--- config.mk ---
export PLATFORM = sky130hd
export DESIGN_NAME = uart_reg_master
export DESIGN_NICKNAME = d
export VERILOG_FILES = /design/src/rtl/uart_reg_master.sv
export SDC_FILE = /design/constraint.sdc
export NUM_CORES = 1
export LEC_CHECK = 0
export ABC_AREA = 1
export CORE_MARGIN = 4
export CORE_UTILIZATION = 47
export DETAILED_ROUTE_END_ITERATION = 16
export GPL_ROUTABILITY_DRIVEN = 0
export HOLD_SLACK_MARGIN = 0.05
export PLACE_DENSITY = 0.78
export SLEW_MARGIN = 20
export SYNTH_ARGS = -nofsm -noshare
export SYNTH_HDL_FRONTEND = slang
export SYNTH_SLANG_ARGS = --single-unit
--- constraint.sdc ---
create_clock -name clk -period 1.5 [get_ports clk]
set_input_delay 0.225 -clock clk [delete_from_list [all_inputs] [get_ports clk]]
set_output_delay 0.225 -clock clk [all_outputs]
set_load 0.02 [all_outputs]
--- src/rtl/uart_reg_master.sv ---
// uart_reg_master: serialises register read/write requests into UART command frames.
// Latency: first tx strobe 1 cycle after acceptance; rsp_valid_o 1 cycle after the last tx/rx done.
// Backpressure: req_ready_o is high only in IDLE; optional read timeout via UART_REG_MASTER_TIMEOUT_EN.
module uart_reg_master #(
  parameter logic [15:0] TIMEOUT_CYCLES = 16'd50000,
  parameter logic [7:0]  CMD_WR         = 8'h57,
  parameter logic [7:0]  CMD_RD         = 8'h52
) (
  input  logic       clk,
  input  logic       rst,
  input  logic       req_valid_i,
  output logic       req_ready_o,
  input  logic       req_we_i,
  input  logic [7:0] req_addr_i,
  input  logic [7:0] req_wdata_i,
  output logic       rsp_valid_o,
  output logic [7:0] rsp_rdata_o,
  output logic       rsp_err_o,
  output logic [7:0] tx_data_o,
  output logic       tx_wr_o,
  input  logic       tx_done_i,
  input  logic [7:0] rx_data_i,
  input  logic       rx_done_i
);

  typedef enum logic [3:0] {
    S_IDLE,
    S_SEND_CMD,
    S_WAIT_CMD,
    S_SEND_ADDR,
    S_WAIT_ADDR,
    S_SEND_DATA,
    S_WAIT_DATA,
    S_WAIT_RESP,
    S_RESP
  } state_e;

  state_e     state_q, state_d;
  logic       we_q, we_d;
  logic [7:0] addr_q, addr_d;
  logic [7:0] wdata_q, wdata_d;
  logic [7:0] tx_data_q, tx_data_d;
  logic [7:0] rdata_q, rdata_d;

  logic       accept;
  logic       rx_hit;
  logic       timeout_hit;

  assign accept = req_valid_i & req_ready_o;
  // Received bytes only count while a read response is awaited; echoes elsewhere are dropped.
  assign rx_hit = (state_q == S_WAIT_RESP) & rx_done_i;

`ifdef UART_REG_MASTER_TIMEOUT_EN
  logic [15:0] cnt_q, cnt_d;
  logic        err_q, err_d;

  // Counter sits at zero outside WAIT_RESP, so it starts from zero on entry.
  always_comb begin
    cnt_d = 16'd0;
    if (state_q == S_WAIT_RESP) begin
      cnt_d = cnt_q + 16'd1;
    end
  end

  assign timeout_hit = (state_q == S_WAIT_RESP) && (cnt_q == TIMEOUT_CYCLES - 16'd1) && !rx_done_i;

  // Error flag: cleared on a new request or a real response, set on expiry.
  always_comb begin
    err_d = err_q;
    if (accept || rx_hit) begin
      err_d = 1'b0;
    end else if (timeout_hit) begin
      err_d = 1'b1;
    end
  end

  // Timeout counter and error flag registers.
  always_ff @(posedge clk) begin
    if (rst) begin
      cnt_q <= 16'd0;
      err_q <= 1'b0;
    end else begin
      cnt_q <= cnt_d;
      err_q <= err_d;
    end
  end

  assign rsp_err_o = err_q;
`else
  logic unused_timeout;

  assign timeout_hit    = 1'b0;
  assign rsp_err_o      = 1'b0;
  assign unused_timeout = ^TIMEOUT_CYCLES;
`endif

  // State register and datapath registers.
  always_ff @(posedge clk) begin
    if (rst) begin
      state_q   <= S_IDLE;
      we_q      <= 1'b0;
      addr_q    <= 8'h00;
      wdata_q   <= 8'h00;
      tx_data_q <= 8'h00;
      rdata_q   <= 8'h00;
    end else begin
      state_q   <= state_d;
      we_q      <= we_d;
      addr_q    <= addr_d;
      wdata_q   <= wdata_d;
      tx_data_q <= tx_data_d;
      rdata_q   <= rdata_d;
    end
  end

  // Next-state logic: one cycle per SEND, wait for the transceiver in each WAIT.
  always_comb begin
    state_d = state_q;
    case (state_q)
      S_IDLE:      if (accept) state_d = S_SEND_CMD;
      S_SEND_CMD:  state_d = S_WAIT_CMD;
      S_WAIT_CMD:  if (tx_done_i) state_d = S_SEND_ADDR;
      S_SEND_ADDR: state_d = S_WAIT_ADDR;
      S_WAIT_ADDR: if (tx_done_i) state_d = we_q ? S_SEND_DATA : S_WAIT_RESP;
      S_SEND_DATA: state_d = S_WAIT_DATA;
      S_WAIT_DATA: if (tx_done_i) state_d = S_RESP;
      S_WAIT_RESP: if (rx_hit || timeout_hit) state_d = S_RESP;
      S_RESP:      state_d = S_IDLE;
      default:     state_d = S_IDLE;
    endcase
  end

  // Moore outputs; tx_data_o keeps the last sent byte between strobes.
  always_comb begin
    req_ready_o = 1'b0;
    tx_wr_o     = 1'b0;
    tx_data_o   = tx_data_q;
    rsp_valid_o = 1'b0;
    case (state_q)
      S_IDLE:      req_ready_o = 1'b1;
      S_SEND_CMD: begin
        tx_wr_o   = 1'b1;
        tx_data_o = we_q ? CMD_WR : CMD_RD;
      end
      S_SEND_ADDR: begin
        tx_wr_o   = 1'b1;
        tx_data_o = addr_q;
      end
      S_SEND_DATA: begin
        tx_wr_o   = 1'b1;
        tx_data_o = wdata_q;
      end
      S_RESP:      rsp_valid_o = 1'b1;
      default:     ;
    endcase
  end

  // Request capture, tx byte hold and response data update.
  always_comb begin
    we_d      = we_q;
    addr_d    = addr_q;
    wdata_d   = wdata_q;
    tx_data_d = tx_data_o;
    rdata_d   = rdata_q;
    if (accept) begin
      we_d    = req_we_i;
      addr_d  = req_addr_i;
      wdata_d = req_wdata_i;
    end
    if (rx_hit) begin
      rdata_d = rx_data_i;
    end else if (timeout_hit) begin
      rdata_d = 8'h00;
    end
  end

  assign rsp_rdata_o = rdata_q;

endmodule

Word level (Yosys, flattened, before mapping)
Index checks and enable logic that the tools add are counted.
{"block": "classes", "n_eq_ne": 13, "n_mux": 12, "n_bitwise": 2, "n_reduce_logical": 3}
{"operator": "4-bit case mux with 8 select lines", "count": 1}
{"operator": "8-bit case mux with 3 select lines", "count": 1}
{"operator": "4-bit 2-to-1 mux", "count": 5}
{"operator": "4-bit by 3-bit equality test with 1-bit output (second input constant)", "count": 4}
{"operator": "2-bit inequality test (second input constant)", "count": 5}
{"operator": "4-bit by 2-bit equality test with 1-bit output (second input constant)", "count": 2}
{"operator": "5-bit AND reduction", "count": 1}
{"operator": "4-bit by 1-bit equality test with 1-bit output (second input constant)", "count": 1}
{"operator": "4-bit equality test (second input constant)", "count": 1}
{"operator": "4-bit zero test", "count": 1}
{"operator": "1-bit 2-to-1 mux", "count": 3}
{"operator": "3-bit 2-to-1 mux", "count": 1}
{"operator": "3-bit OR reduction", "count": 1}
{"operator": "1-bit bitwise AND", "count": 2}
{"operator": "2-bit 2-to-1 mux", "count": 1}
{"block": "totals", "register_bits": 37, "output_inout_bits": 20}

Depth between registers and ports, before layout
{"block": "logic_depth", "depth_word": 5, "depth_mapped": 8}

Worst setup path after synthesis
No wires, ideal clock.
{"block": "synth_timing", "path_type": "reg2out", "from": "reg state_q[0]", "to": "out tx_data_o[3]", "t_arrival_ns": 1.253, "t_required_ns": 1.275, "path_slack_ns": 0.022, "stages_incl_launch_ff": 8, "cell_sequence": "dfxtp_1 > inv_1 > nor2_1 > nand2_1 > nand2_1 > inv_1 > nand2_1 > nand3_1"}
{"block": "synth_via", "elab_chain_len": 2, "word_cells_on_any_way": 4}
{"element": "start, declared", "line_no": "38", "text": "state_e state_q, state_d;"}
{"element": "start signal, assigned", "line_no": "107", "text": "state_q <= state_d;"}
{"element": "4-bit by 3-bit equality test with 1-bit output, or another cell as far along", "line_no": "139", "text": "case (state_q)"}
{"element": "8-bit case mux with 3 select lines *", "line_no": "139"}
{"element": "end, declared", "line_no": "19", "text": "output logic [7:0] tx_data_o,"}
Every way passes the cells marked *; elsewhere a longest branch is shown, timed or not.

Worst setup path after layout
{"block": "layout_timing", "from": "reg state_q[0]", "to": "out tx_data_o[2]"}
Same word-level chain as after synthesis.

==> impl_metrics.env <==
export IMPL_r2r_start="state_q[3]$_SDFFE_PP0P_"
export IMPL_grt_max_degree=28
export IMPL_place_port_buffers=48
export IMPL_cts_htree_levels=2
export IMPL_layout_nets=349
export IMPL_holdBufCountCts=0
export IMPL_synth_compound_area_share_pct=14.9
export IMPL_drc=0
export IMPL_finalCriticalPeriod_ns=1.75
export IMPL_dr_wl_met3_um=470
export IMPL_setup_violations_final=28
export IMPL_final_cell_mix="37 x clkdlybuf4s50_1, 33 x dfxtp_1, 26 x nand2_1"
export IMPL_insertion_delay_ns=0.30
export IMPL_synthCells=233
export IMPL_pre_cts_ws_ns=-0.448
export IMPL_wl_met1_mm=2.45
export IMPL_ys_ff_latch=37
export IMPL_ant_nets=0
export IMPL_first_global_vias=1707
export IMPL_clkTransAtPathRegs_ns=0.07
export IMPL_crit_required_ns=1.27
export IMPL_grt_usage_pct=18.9
export IMPL_synthAdderAreaFrac_pct=0
export IMPL_ys_types=28
export IMPL_drt_wl_total_mm=6.76
export IMPL_post_drt_wl_per_cell_um=18.4
export IMPL_wl_met2_mm=3.50
export IMPL_drive_gt1_share_pct=49.1
export IMPL_drv_slew=0
export IMPL_die_x_um=69.8
export IMPL_start_util_pct=49.0
export IMPL_seq_area_sq_um=751
export IMPL_design_area_sq_mm=0.00314
export IMPL_syn_area_sq_mm=0.00179
export IMPL_avgSynthCellArea_sq_um=7.70
export IMPL_setup_ws_ns=-0.247
export IMPL_layout_commonest_cell="clkdlybuf4s50_1"
export IMPL_cts_made_buffers=5
export IMPL_die_area_sq_mm=0.00487
export IMPL_synth_top_family_by_area="simple AND/OR/NAND/NOR gates"
export IMPL_synth_xor_area_share_pct=0
export IMPL_drv_cap=0
export IMPL_top_level_ports=50
export IMPL_min_period_over_period_pct=116
export IMPL_clockBufferDepth=2
export IMPL_fin_worst_skew_ns=0.0118
export IMPL_multi_input_area_sq_mm=0.00119
export IMPL_seqPwrFrac_pct=22.3
export IMPL_r2r_slack_ns=-0.14
export IMPL_pwr_share_clk_pct=12.9
export IMPL_seq_area_frac_synth_pct=41.3
export IMPL_peakVddDrop_uv=1340
export IMPL_rows=22
export IMPL_cts_root_buf="clkbuf_8"
export IMPL_violations="setup timing"
export IMPL_startpoint="state_q[0]$_SDFFE_PP0P_"
export IMPL_leakagePower_nw=1.33
export IMPL_cts_sinks=37
export IMPL_p_int_mw=3.49
export IMPL_hold_violations=0
export IMPL_placed_cells=339
export IMPL_status="complete, but fails checks"
export IMPL_synth_area_mux_share_pct=0
export IMPL_core_area_sq_mm=0.00366
export IMPL_syn_to_final_growth_pct=74.9
export IMPL_synthSimpleGateAreaFrac_pct=32.3
export IMPL_avgViaCountPerCell=5.51
export IMPL_cts_tree="yes"
export IMPL_dp_hpwl_mm=3.07
export IMPL_fmax_mhz=572
export IMPL_dpl_cell_area_sq_mm=0.00241
export IMPL_drt_initial_drc_count=145
export IMPL_hp_class="reg -> reg"
export IMPL_grt_remaining_overflow=0
export IMPL_highest_layer="met4"
export IMPL_p_comb_share_pct=64.8
export IMPL_min_from="rsp_rdata_o[7]$_SDFFE_PP0P_"
export IMPL_p_sw_mw=2.58
export IMPL_synth_net_count=263
export IMPL_start_kind="flip-flop"
export IMPL_grt_first_pass_wirelength_mm=7.45
export IMPL_endpoint_kind="primary output"
export IMPL_ys_warnings_count=0
export IMPL_diodes=0
export IMPL_arrival_ns=1.52
export IMPL_switching_share_pct=42.5
export IMPL_num_vias=2029
export IMPL_dr_pass1_iters=4
export IMPL_rsz0062_at_grt="yes"
export IMPL_die_h_um=69.8
export IMPL_fin_cells=368
export IMPL_n_fill_cell=176
export IMPL_critPathMaxFanout=7
export IMPL_critPathKind="reg -> out"
export IMPL_p_per_area_mw_per_mm2=1940
export IMPL_antenna_found_initial=0
## critical path, stage by stage, from the launching register on
cell and delay, ns:
dfxtp_2 0.36, inv_2 0.07, nor2_4 0.18, nand2_4 0.10, nand2_8 0.12, nor2_1 0.06, inv_1 0.10, nand2_1 0.08
buf_6 0.13
## cell usage after synthesis, drive strengths merged
cell / number / share of area [%]
a21oi: 30 / 10
a31oi: 3 / 1.0
buf: 6 / 4.0
clkbuf: 3 / 0.63
clkinv: 1 / 0.28
conb: 1 / 0.21
dfxtp: 37 / 41
inv: 30 / 6.4
nand2: 60 / 15
nand3: 28 / 11
nand3b: 1 / 0.42
nand4: 1 / 0.35
nor2: 19 / 5.9
nor3: 1 / 0.28
o21ai: 12 / 3.3
## final cells by class
type | count | share of cell area [%]
multi-input combinational | 157 | 37.9
clock inverter | 1 | 0.160
tap | 48 | 1.91
sequential | 37 | 23.9
inverter | 31 | 4.75
timing repair buffer | 87 | 28.3
clock buffer | 7 | 3.07
## registers in the layout, indices dropped and copies added (netlist names)
signal,cells
addr_q,8
rsp_rdata_o,8
tx_data_q,8
wdata_q,8
state_q,4
we_q,1
## cells by family (layout without fill, tap and decap cells)
logic type,Yosys count,after routing
and+or+nand+nor,110,111
AOI/OAI and AO/OA,45,45
buffers and inverters,40,126
DFF,37,37
other,1,1
## stage by stage
step / setup TNS [ns] / hold WS, ns / power [mW] / utilization, %
2_1_floorplan: 0 / 0.374 / 2.74 / -
4_1_cts: -0.905 / 0.445 / 4.68 / 73.6
3_3_place_gp: -5.51 / 0.432 / 3.42 / 65.7
5_1_grt: -3.83 / 0.455 / 6.31 / 85.7
6_report: -2.58 / 0.444 / 6.07 / 85.7
3_5_place_dp: -6.17 / 0.434 / 3.44 / 65.7
## power by group through the flow
stage / Clock [mW] / Combinational [mW] / Sequential (mW)
final: 0.784 / 3.93 / 1.35
after global routing: 0.813 / 4.13 / 1.36
after CTS: 0.770 / 2.60 / 1.31
after detailed placement: 0 / 2.15 / 1.29
after global placement: 0 / 2.13 / 1.29
after floorplan: 0 / 1.43 / 1.30
## path summary, 6_finish.rpt
check	endpoint	depth (start not counted)
worst max-delay path	tx_data_o[2]	8
worst min-delay path	rsp_rdata_o[7]$_SDFFE_PP0P_	2
worst max register to register	addr_q[1]$_SDFFE_PP0P_	10
worst min register to register	rsp_rdata_o[7]$_SDFFE_PP0P_	2
## what timing repair did
action | 4_1_cts | 5_1_grt
pin swaps | 4 | 32
endpoints found under the setup margin | 28 | 32
cloned | 0 | 3
resized for setup | 107 | 71
buffers inserted | 6 | 12
## routing by layer
| layer | global-route usage [%] | vias to the layer above |
|---|---|---|
| met5 | 0 | - |
| met4 | 5.96 | 0 |
| met3 | 5.22 | 36 |
| met2 | 34.3 | 104 |
| met1 | 21.1 | 972 |
| li1 | - | 917 |
No activity file was read; power rests on OpenSTA's default activity.
